===== src/rtl/debouncer_bank.sv =====
// debouncer_bank: per-channel two-flop synchroniser and stable-tick counter
// with registered one-cycle rise/fall pulses.
module debouncer_bank #(
    parameter int   CHANNELS      = 4,
    parameter int   STABLE_CYCLES = 256,
    parameter logic RST_VAL       = 1'b0,
    parameter int   CNT_W         = $clog2(STABLE_CYCLES + 1)
) (
    input  logic                clk,
    input  logic                rst,
    input  logic                tick,
    input  logic [CHANNELS-1:0] in,
    output logic [CHANNELS-1:0] out,
    output logic [CHANNELS-1:0] rise,
    output logic [CHANNELS-1:0] fall,
    output logic                any_edge
);
    localparam logic [CNT_W-1:0] MAX = CNT_W'(STABLE_CYCLES);

    logic [CHANNELS-1:0] s1_q, s2_q, out_q, out_d, rise_q, rise_d, fall_q, fall_d;
    logic [CNT_W-1:0]    cnt_q [CHANNELS];
    logic [CNT_W-1:0]    cnt_d [CHANNELS];

    // A level change between the synchroniser stages restarts the count even without a tick.
    always_comb begin
        for (int i = 0; i < CHANNELS; i++) begin
            cnt_d[i]  = (s1_q[i] != s2_q[i]) ? '0 :
                        (tick && cnt_q[i] < MAX) ? cnt_q[i] + 1'b1 : cnt_q[i];
            rise_d[i] = (cnt_q[i] == MAX) && s2_q[i] && !out_q[i];
            fall_d[i] = (cnt_q[i] == MAX) && !s2_q[i] && out_q[i];
            out_d[i]  = (rise_d[i] || fall_d[i]) ? s2_q[i] : out_q[i];
        end
    end

    always_ff @(posedge clk or posedge rst) begin
        if (rst) begin
            s1_q   <= {CHANNELS{RST_VAL}};
            s2_q   <= {CHANNELS{RST_VAL}};
            out_q  <= {CHANNELS{RST_VAL}};
            rise_q <= '0;
            fall_q <= '0;
            for (int i = 0; i < CHANNELS; i++) cnt_q[i] <= '0;
        end else begin
            s1_q   <= in;
            s2_q   <= s1_q;
            out_q  <= out_d;
            rise_q <= rise_d;
            fall_q <= fall_d;
            for (int i = 0; i < CHANNELS; i++) cnt_q[i] <= cnt_d[i];
        end
    end

    assign out      = out_q;
    assign rise     = rise_q;
    assign fall     = fall_q;
    assign any_edge = |(rise_q | fall_q);
endmodule


===== config.mk =====
export PLATFORM = sky130hd
export DESIGN_NAME = debouncer_bank
export DESIGN_NICKNAME = d
export VERILOG_FILES = /design/src/rtl/debouncer_bank.sv
export SDC_FILE = /design/constraint.sdc
export NUM_CORES = 1
export LEC_CHECK = 0
export CORE_ASPECT_RATIO = 0.9
export CORE_MARGIN = 5
export CORE_UTILIZATION = 57
export CTS_CLUSTER_SIZE = 20
export DETAILED_ROUTE_END_ITERATION = 8
export PLACE_DENSITY = 0.88
export SYNTH_ARGS = -nofsm -noshare
export SYNTH_HDL_FRONTEND = slang
export SYNTH_SLANG_ARGS = --single-unit

===== constraint.sdc =====
create_clock -name clk -period 1.95 [get_ports clk]
set_input_delay 0.39 -clock clk [delete_from_list [all_inputs] [get_ports clk]]
set_output_delay 0.39 -clock clk [all_outputs]
set_load 0.02 [all_outputs]

Word-level counts from Yosys, hierarchy flattened
Cells that the tools add are included.
Cells by class
  add/subtract/negate cells: 4
  magnitude comparators: 4
  equal/unequal tests: 8
  multiplexer cells: 8
  bitwise operators: 1
  reductions and logical operators: 37
Operator list (count)
  $mux W9: 8
  $add A9 B1 Y9 const B: 4
  $eq A9 B9 Y1 const B: 4
  $lt A9 B9 Y1 const B: 4
  $logic_and A1 B1 Y1: 20
  $logic_not A1 Y1: 8
  $reduce_bool A2 Y1: 4
  $logic_or A1 B1 Y1: 4
  $ne A1 B1 Y1: 4
  $or A4 B4 Y4: 1
  $reduce_or A4 Y1: 1
Word-level totals
  bits in registers: 56
  input bits: 7
  output and inout port bits: 13
  logic and storage cells: 74

Depth between registers and ports, before layout
Gate-level depths: netlist of the first run.
  depth after elaboration: 4
  mapped depth: 5
  depth with buffers taken out: 5

Least setup slack after synthesis of the first run
Ideal clock, no wire load.
  kind: register to register
  start: register cnt_q[9] (netlist bit)
  end: register cnt_q[15] (netlist bit)
  library setup time: 0.079 ns
  arrival time: 1.331 ns
  data required time: 1.871 ns
  setup slack: 0.540 ns
  cell stages (with the launch flop): 5
  buffers on the path: 0
  clock period less this slack: 1.410 ns
  cells stage by stage: dfrtp_1 > ha_1 > nand3b_1 > or4_1 > a21oi_1
On the way
  word-level cells in the longest chain between the ends: 3
  elaborated cells on any way between the ends: 6
  classes of those cells: 1 x add/sub; 1 x order compare; 2 x mux; 2 x reduce/logical
RTL lines
  from (decl): line 21  | logic [CNT_W-1:0] cnt_q [CHANNELS];
  $add A9 B1 Y9 / $lt A9 B9 Y1 (equally long branches): line 28  | (tick && cnt_q[i] < MAX) ? cnt_q[i] + 1'b1 : cnt_q[i];
  $mux W9 / $logic_and A1 B1 Y1 (equally long branches): line 28
  $mux W9 / $reduce_bool A2 Y1 (equally long branches)
Several ways; a longest one is shown, not always the timed one. The select of a mux whose other input is x is not followed.
A chain may end at the register's enable or synchronous reset.

Worst setup path in the final report of the first run
  start: register fall_q[2] (netlist: fall[2])
  end: output any_edge
On the way
  word-level cells in the longest chain between the ends: 2
RTL lines
  from (decl): line 20  | logic [CHANNELS-1:0] s1_q, s2_q, out_q, out_d, rise_q, rise_d, fall_q, fall_d;
  from (signal assigned): line 48  | fall_q <= fall_d;
  $or A4 B4 Y4: line 56  | assign any_edge = |(rise_q | fall_q);
  $reduce_or A4 Y1: line 56
  to (decl): line 16  | output logic any_edge
No other way between the ends.

==> results of run 1 <==
-- cell usage in the layout, fill, tap and decap left out, types with 5 or more instances in the layout --
| cell type | Yosys | final |
|---|---|---|
| nor4_1 | 8 | 7 |
| inv_1 | 16 | 15 |
| xor2_1 | 7 | 7 |
| nand2_1 | 14 | 14 |
| o31ai_1 | 6 | 6 |
| xnor2_1 | 8 | 8 |
| nor3b_1 | 8 | 8 |
| or4_1 | 7 | 7 |
| a21oi_1 | 18 | 18 |
| nor2_1 | 15 | 15 |
| mux2i_1 | 7 | 7 |
| nand2b_1 | 5 | 5 |
| clkdlybuf4s50_1 | 0 | 18 |
| dfrtp_1 | 56 | 56 |
| or3_1 | 11 | 11 |
| nand3_1 | 9 | 9 |
| ha_1 | 8 | 8 |
| o21ai_0 | 11 | 11 |
| clkbuf_8 | 0 | 5 |
-- metal layers --
layer,global-route usage (%),part of all wire (%),routed length [um]
met5,0,0,0
met4,6.00,0.89,40
met3,3.75,3.3,147
met2,26.4,48,2160
met1,22.4,48,2150
-- stage by stage --
step | setup WS (ps) | area [sq um] | utilization, % | power [uW]
finish | 85.7 | 3010 | 67.5 | 2020
floorplan | 189 | 2620 | - | 1400
global placement | 51.3 | 2930 | 65.6 | 1460
CTS | 38.0 | 3000 | 67.3 | 2040
detailed placement | 12.2 | 2930 | 65.6 | 1470
global route | 5.97 | 3010 | 67.5 | 2110
-- critical path: stages, from the launching register on --
cell           delay, ps
dfrtp_1              420
nor4_4               320
nand2_1              100
dlygate4sd2_1        330
-- state kept, by name, indices dropped and copies added (netlist names) --
name	count
s1_q	4
fall	4
rise	4
out	4
cnt_q	36
s2_q	4
-- power groups by stage --
stage	combinational, uW	clock, uW	sequential [uW]
global route	238	628	1250
finish	207	568	1240
global placement	200	0	1260
detailed placement	211	0	1260
floorplan	143	0	1260
CTS	211	590	1240
-- what timing repair did --
| action | CTS | global route |
|---|---|---|
| gates cloned | 0 | 0 |
| gates resized for setup | 2 | 1 |
| endpoints found under the setup margin | 1 | 1 |
-- worst max path at each step --
| stage | from | slack, ps | endpoint | cells past startpoint |
|---|---|---|---|---|
| CTS | fall[2] | 40 | any_edge | 3 |
| global placement | tick | 50 | cnt_q[32] | 5 |
| finish | fall[2] | 90 | any_edge | 3 |
| global route | rise[0] | 6 | any_edge | 3 |
| floorplan | rst | 190 | cnt_q[0] | 1 |
| detailed placement | tick | 10 | cnt_q[16] | 5 |
-- logic make-up after synthesis --
group                      Yosys count
xor gates and xnor gates            15
muxes                               11
buffers and inverters               20
adders and majority gates            8
DFF                                 56
and+or+nand+nor                     95
AOI/OAI and AO/OA                   38
-- cell type report --
type                    instances  area share, %
clock buffers                   5           2.29
inverters                      16           2.00
multi-input cells             167           38.0
flip-flops and latches         56           46.6
repair buffers                 25           8.60
well taps                      62           2.58
==> flow_metrics.env, run 1 <==
export IMPL_clk_transition_reported_paths_ps=90
export IMPL_clockBufferDepth=2
export IMPL_p_sw_share_pct=24.5
export IMPL_grt_start_max_net_pins=57
export IMPL_synth_xor_xnor_area_share_pct=5.01
export IMPL_finClkSkew_ps=3.39
export IMPL_clock_power_share_pct=28.2
export IMPL_clkSinkCount=56
export IMPL_switching_power_uw=493
export IMPL_synth_most_common_cell="dfrtp_1"
export IMPL_die_h_um=74.3
export IMPL_fin_nets=286
export IMPL_stdcell_count=331
export IMPL_ys_ff_latch=56
export IMPL_crit_fanout=2
export IMPL_n_fill_cell=325
export IMPL_synth_edf_count=0
export IMPL_drcViolationCount=0
export IMPL_routed_via_density=5.44
export IMPL_synthCells=243
export IMPL_end_kind="output pin"
export IMPL_async_flop_share_pct=100
export IMPL_min_from="s1_q[2]"
export IMPL_synthTopCellsByCount="dfrtp_1 (56), a21oi_1 (18), inv_1 (16), nor2_1 (15), nand2_1 (14)"
export IMPL_cts_hold_buf=0
export IMPL_reg2reg_depth=5
export IMPL_yosys_most_used_dff="dfrtp_1"
export IMPL_ys_seq_area_share_pct=53.5
export IMPL_first_iter_violations=81
export IMPL_hold_violations=0
export IMPL_rr_startpoint="cnt_q[0]"
export IMPL_grt_pass1_wl_um=7720
export IMPL_diodes=0
export IMPL_post_cts_buffers=0
export IMPL_core_sq_um=4460
export IMPL_p_comb_share_pct=10.3
export IMPL_ios=20
export IMPL_grtUsageTotal_pct=16.6
export IMPL_dp_cells=326
export IMPL_synth_top_cell_by_area="dfrtp_1"
export IMPL_clock_root_buffer="clkbuf_8"
export IMPL_rows=23
export IMPL_area_delta_synth_final_pct=14.9
export IMPL_synthAdderAreaFrac_pct=3.82
export IMPL_min_path_type="reg2reg"
export IMPL_seq_power_share_pct=61.5
export IMPL_timing_rr_end="out[3]"
export IMPL_gp_congestion=0.868
export IMPL_worst_endpoint_arrival_ps=1470
export IMPL_die_area_sq_um=6050
export IMPL_initial_core_util_pct=58.7
export IMPL_syn_avg_cell_area_sq_um=10.8
export IMPL_vias=1801
export IMPL_setup_viol=0
export IMPL_clk_latency_ps=300
export IMPL_port_buffers=19
export IMPL_ir_drop_v=0.000551
export IMPL_yosys_area_top_type_share_pct=53.5
export IMPL_wl_um=4490
export IMPL_grt_pass1_vias=1730
export IMPL_synth_cell_area_sq_um=2620
export IMPL_period_needed_ps=1860
export IMPL_yosysUniqueCellTypes=30
export IMPL_postRouteAntennaNets=0
export IMPL_die_w_um=81.5
export IMPL_synth_top_family_by_area="simple AND/OR/NAND/NOR gates"
export IMPL_cts_buffers=5
export IMPL_fin_crit_sh_pct=95.6
export IMPL_slew_viol_final=0
export IMPL_synth_simple_gate_area_share_pct=21.7
export IMPL_htreeDepth=2
export IMPL_muxShareOfSynthArea_pct=4.39
export IMPL_yosys_warnings=0
export IMPL_powerDensity_nw_per_um2=670
export IMPL_start_kind="register"
export IMPL_min_to="s2_q[2]"
export IMPL_fmax_mhz=536
export IMPL_worstHoldPathCells=0
export IMPL_drv_cap=0
export IMPL_p_leak_uw=0.00126
export IMPL_rrSetupSlack_ps=400
export IMPL_status="complete, no violations"
export IMPL_max_slew_margin_rel_pct=54.0
export IMPL_power_internal_uw=1520
export IMPL_path_class="reg2out"
export IMPL_syn_nets=258
export IMPL_rsz0062_at_grt="false"
export IMPL_drive_above_1_share_pct=7.06
export IMPL_grt_overflow=0
export IMPL_synth_compound_area_share_pct=8.12
export IMPL_holdWs_ps=398
export IMPL_dp_hpwl_um=3210
export IMPL_multi_input_area_sq_um=1140
export IMPL_drt_wirelength_per_cell_um=13.6
export IMPL_antenna_found_initial=0
export IMPL_cts_tree="done"
export IMPL_synth_area_leaders="dfrtp_1 (53%), ha_1 (3.8%), a21oi_1 (3.4%), mux2i_1 (2.7%), xnor2_1 (2.7%)"
export IMPL_worstMarginPinSlew_ps=688
export IMPL_drt_pass1_iterations=4
export IMPL_tns_ps=0
export IMPL_seq_area_sq_um=1400
export IMPL_worstPathRequired_ps=1560
(Power assumes the default switching activity.)
==> run 2: changes to the inputs <==
--- a/config.mk
+++ b/config.mk
@@ -11,6 +11,7 @@
 export CTS_CLUSTER_SIZE = 20
 export DETAILED_ROUTE_END_ITERATION = 8
 export PLACE_DENSITY = 0.88
+export REMOVE_ABC_BUFFERS = 1
 export SYNTH_ARGS = -nofsm -noshare
 export SYNTH_HDL_FRONTEND = slang
 export SYNTH_SLANG_ARGS = --single-unit
==> run 2 against run 1 <==
  * Hold slack improved by 11 ps
  * Sequential share of layout area fell by 0.74 points
  * Combinational power rose by 7%
  * Clock-buffer cell count did not move
  * Design area rose by 1.6%
  * Wire length rose by 9.3%
  * Critical path depth rose by 1
  * Worst setup slack improved by 130 ps
  * Maximum frequency rose by 7.5%
  * Highest routed layer unchanged
==> flow_metrics.env, run 2 (synthesis gave the netlist of run 1 again) <==
export IMPL_end_kind="output pin"
export IMPL_diodes=0
export IMPL_crit_fanout=2
export IMPL_first_iter_violations=90
export IMPL_post_route_cell_area_sq_um=3060
export IMPL_routed_via_density=5.71
export IMPL_rr_startpoint="cnt_q[0]"
export IMPL_drv_cap=0
export IMPL_grt_pass1_vias=2044
export IMPL_holdWs_ps=408
export IMPL_die_h_um=74.3
export IMPL_rows=23
export IMPL_min_path_type="in2async"
export IMPL_worstPathRequired_ps=1560
export IMPL_final_util_pct=68.6
export IMPL_largest_reg_flops=36
export IMPL_port_buffers=19
export IMPL_seq_area_sq_um=1400
export IMPL_max_slew_margin_rel_pct=53.4
export IMPL_start_kind="register"
export IMPL_initial_core_util_pct=58.7
export IMPL_cts_buffers=5
export IMPL_top_register="cnt_q"
export IMPL_die_w_um=81.5
export IMPL_drive_above_1_share_pct=9.78
export IMPL_clockBufferDepth=2
export IMPL_post_cts_buffers=0
export IMPL_n_fill_cell=330
export IMPL_period_needed_ps=1730
export IMPL_htreeDepth=2
export IMPL_worstMarginPinSlew_ps=696
export IMPL_mostFrequentLayoutCells="dfrtp_1 (56), a21oi_1 (18), clkdlybuf4s50_1 (18), inv_1 (15), nor2_1 (15)"
export IMPL_cts_hold_buf=0
export IMPL_vias=1930
export IMPL_drt_wirelength_per_cell_um=14.5
export IMPL_die_area_sq_um=6050
export IMPL_drcViolationCount=0
export IMPL_gp_congestion=0.856
export IMPL_clk_latency_ps=310
export IMPL_antenna_found_initial=0
export IMPL_area_delta_synth_final_pct=16.8
export IMPL_finClkSkew_ps=9.35
export IMPL_hold_violations=0
export IMPL_fmax_mhz=577
export IMPL_status="complete, no violations"
export IMPL_fin_nets=290
export IMPL_core_sq_um=4460
export IMPL_dp_hpwl_um=3590
export IMPL_clk_transition_reported_paths_ps=100
export IMPL_grtUsageTotal_pct=18.7
export IMPL_p_leak_uw=0.00129
export IMPL_layout_commonest_cell="dfrtp_1"
export IMPL_powerDensity_nw_per_um2=678
export IMPL_worst_endpoint_arrival_ps=1340
export IMPL_grt_overflow=0
export IMPL_grt_pass1_wl_um=8670
export IMPL_setup_viol=0
export IMPL_multi_input_area_sq_um=1130
export IMPL_clock_root_buffer="clkbuf_8"
export IMPL_cts_tree="done"
export IMPL_worstSetupStartpoint="fall[2]"
export IMPL_path_class="reg2out"
export IMPL_fin_crit_sh_pct=89.0
export IMPL_wl_um=4910
export IMPL_tns_ps=0
export IMPL_drt_pass1_iterations=5
export IMPL_dp_slack_ps=22.3
export IMPL_ir_drop_v=0.000382
export IMPL_clkSinkCount=56
export IMPL_postRouteAntennaNets=0
export IMPL_placed_area_sq_um=2970
export IMPL_fin_ws_ps=215
export IMPL_ios=20
export IMPL_grt_start_max_net_pins=22
export IMPL_slew_viol_final=0
export IMPL_rsz0062_at_grt="false"
==> run 2: worst paths after layout <==
kind                                   to  slack (ps)  depth (start not counted)
worst max-delay path             any_edge         220                          4
worst min-delay path            cnt_q[34]         410                          2
worst max register to register     out[3]         410                          5
worst min register to register    s2_q[2]         410                          0
max in group asynchronous       cnt_q[24]        1090                          3
min in group clk                  s2_q[2]         410                          0
==> run 2: per-stage QoR <==
| stage | power, uW | instances |
|---|---|---|
| global route | 2190 | 338 |
| global placement | 1470 | 330 |
| floorplan | 1390 | 239 |
| detailed placement | 1480 | 330 |
| CTS | 2100 | 338 |
| finish | 2070 | 338 |
==> run 2: worst max-delay path, cell delays in order (launching register included) <==
cell      delay [ps]
dfrtp_1          400
nor4_2           270
buf_4            160
nand2_1           50
clkbuf_2         160
==> run 2: cell type report <==
class,instances,share of cell area [%]
Sequential cell,56,45.8
Clock buffer,5,2.25
Multi-Input combinational cell,167,37.1
Inverter,16,1.96
Timing Repair Buffer,29,9.73
Tap cell,62,2.54
Clock inverter,3,0.613
==> run 2: routing by layer <==
layer	share of wire, %	up-vias	track usage [%]
li1	-	928	-
met1	42	941	22.2
met2	51	48	31.9
met3	5.0	13	5.21
met4	2.1	0	8.44
met5	0	-	0
==> run 2: what timing repair did <==
| item | CTS | global route |
|---|---|---|
| setup endpoints to repair | 1 | 1 |
| gates resized for setup | 1 | 3 |
| pin swaps | 0 | 0 |
==> run 2: where the power goes <==
group / total [uW] / internal (uW) / switching (uW)
Clock: 612 / 251 / 361
Combinational: 221 / 99.2 / 122
Sequential: 1240 / 1200 / 43.6
Total: 2070 / 1550 / 526
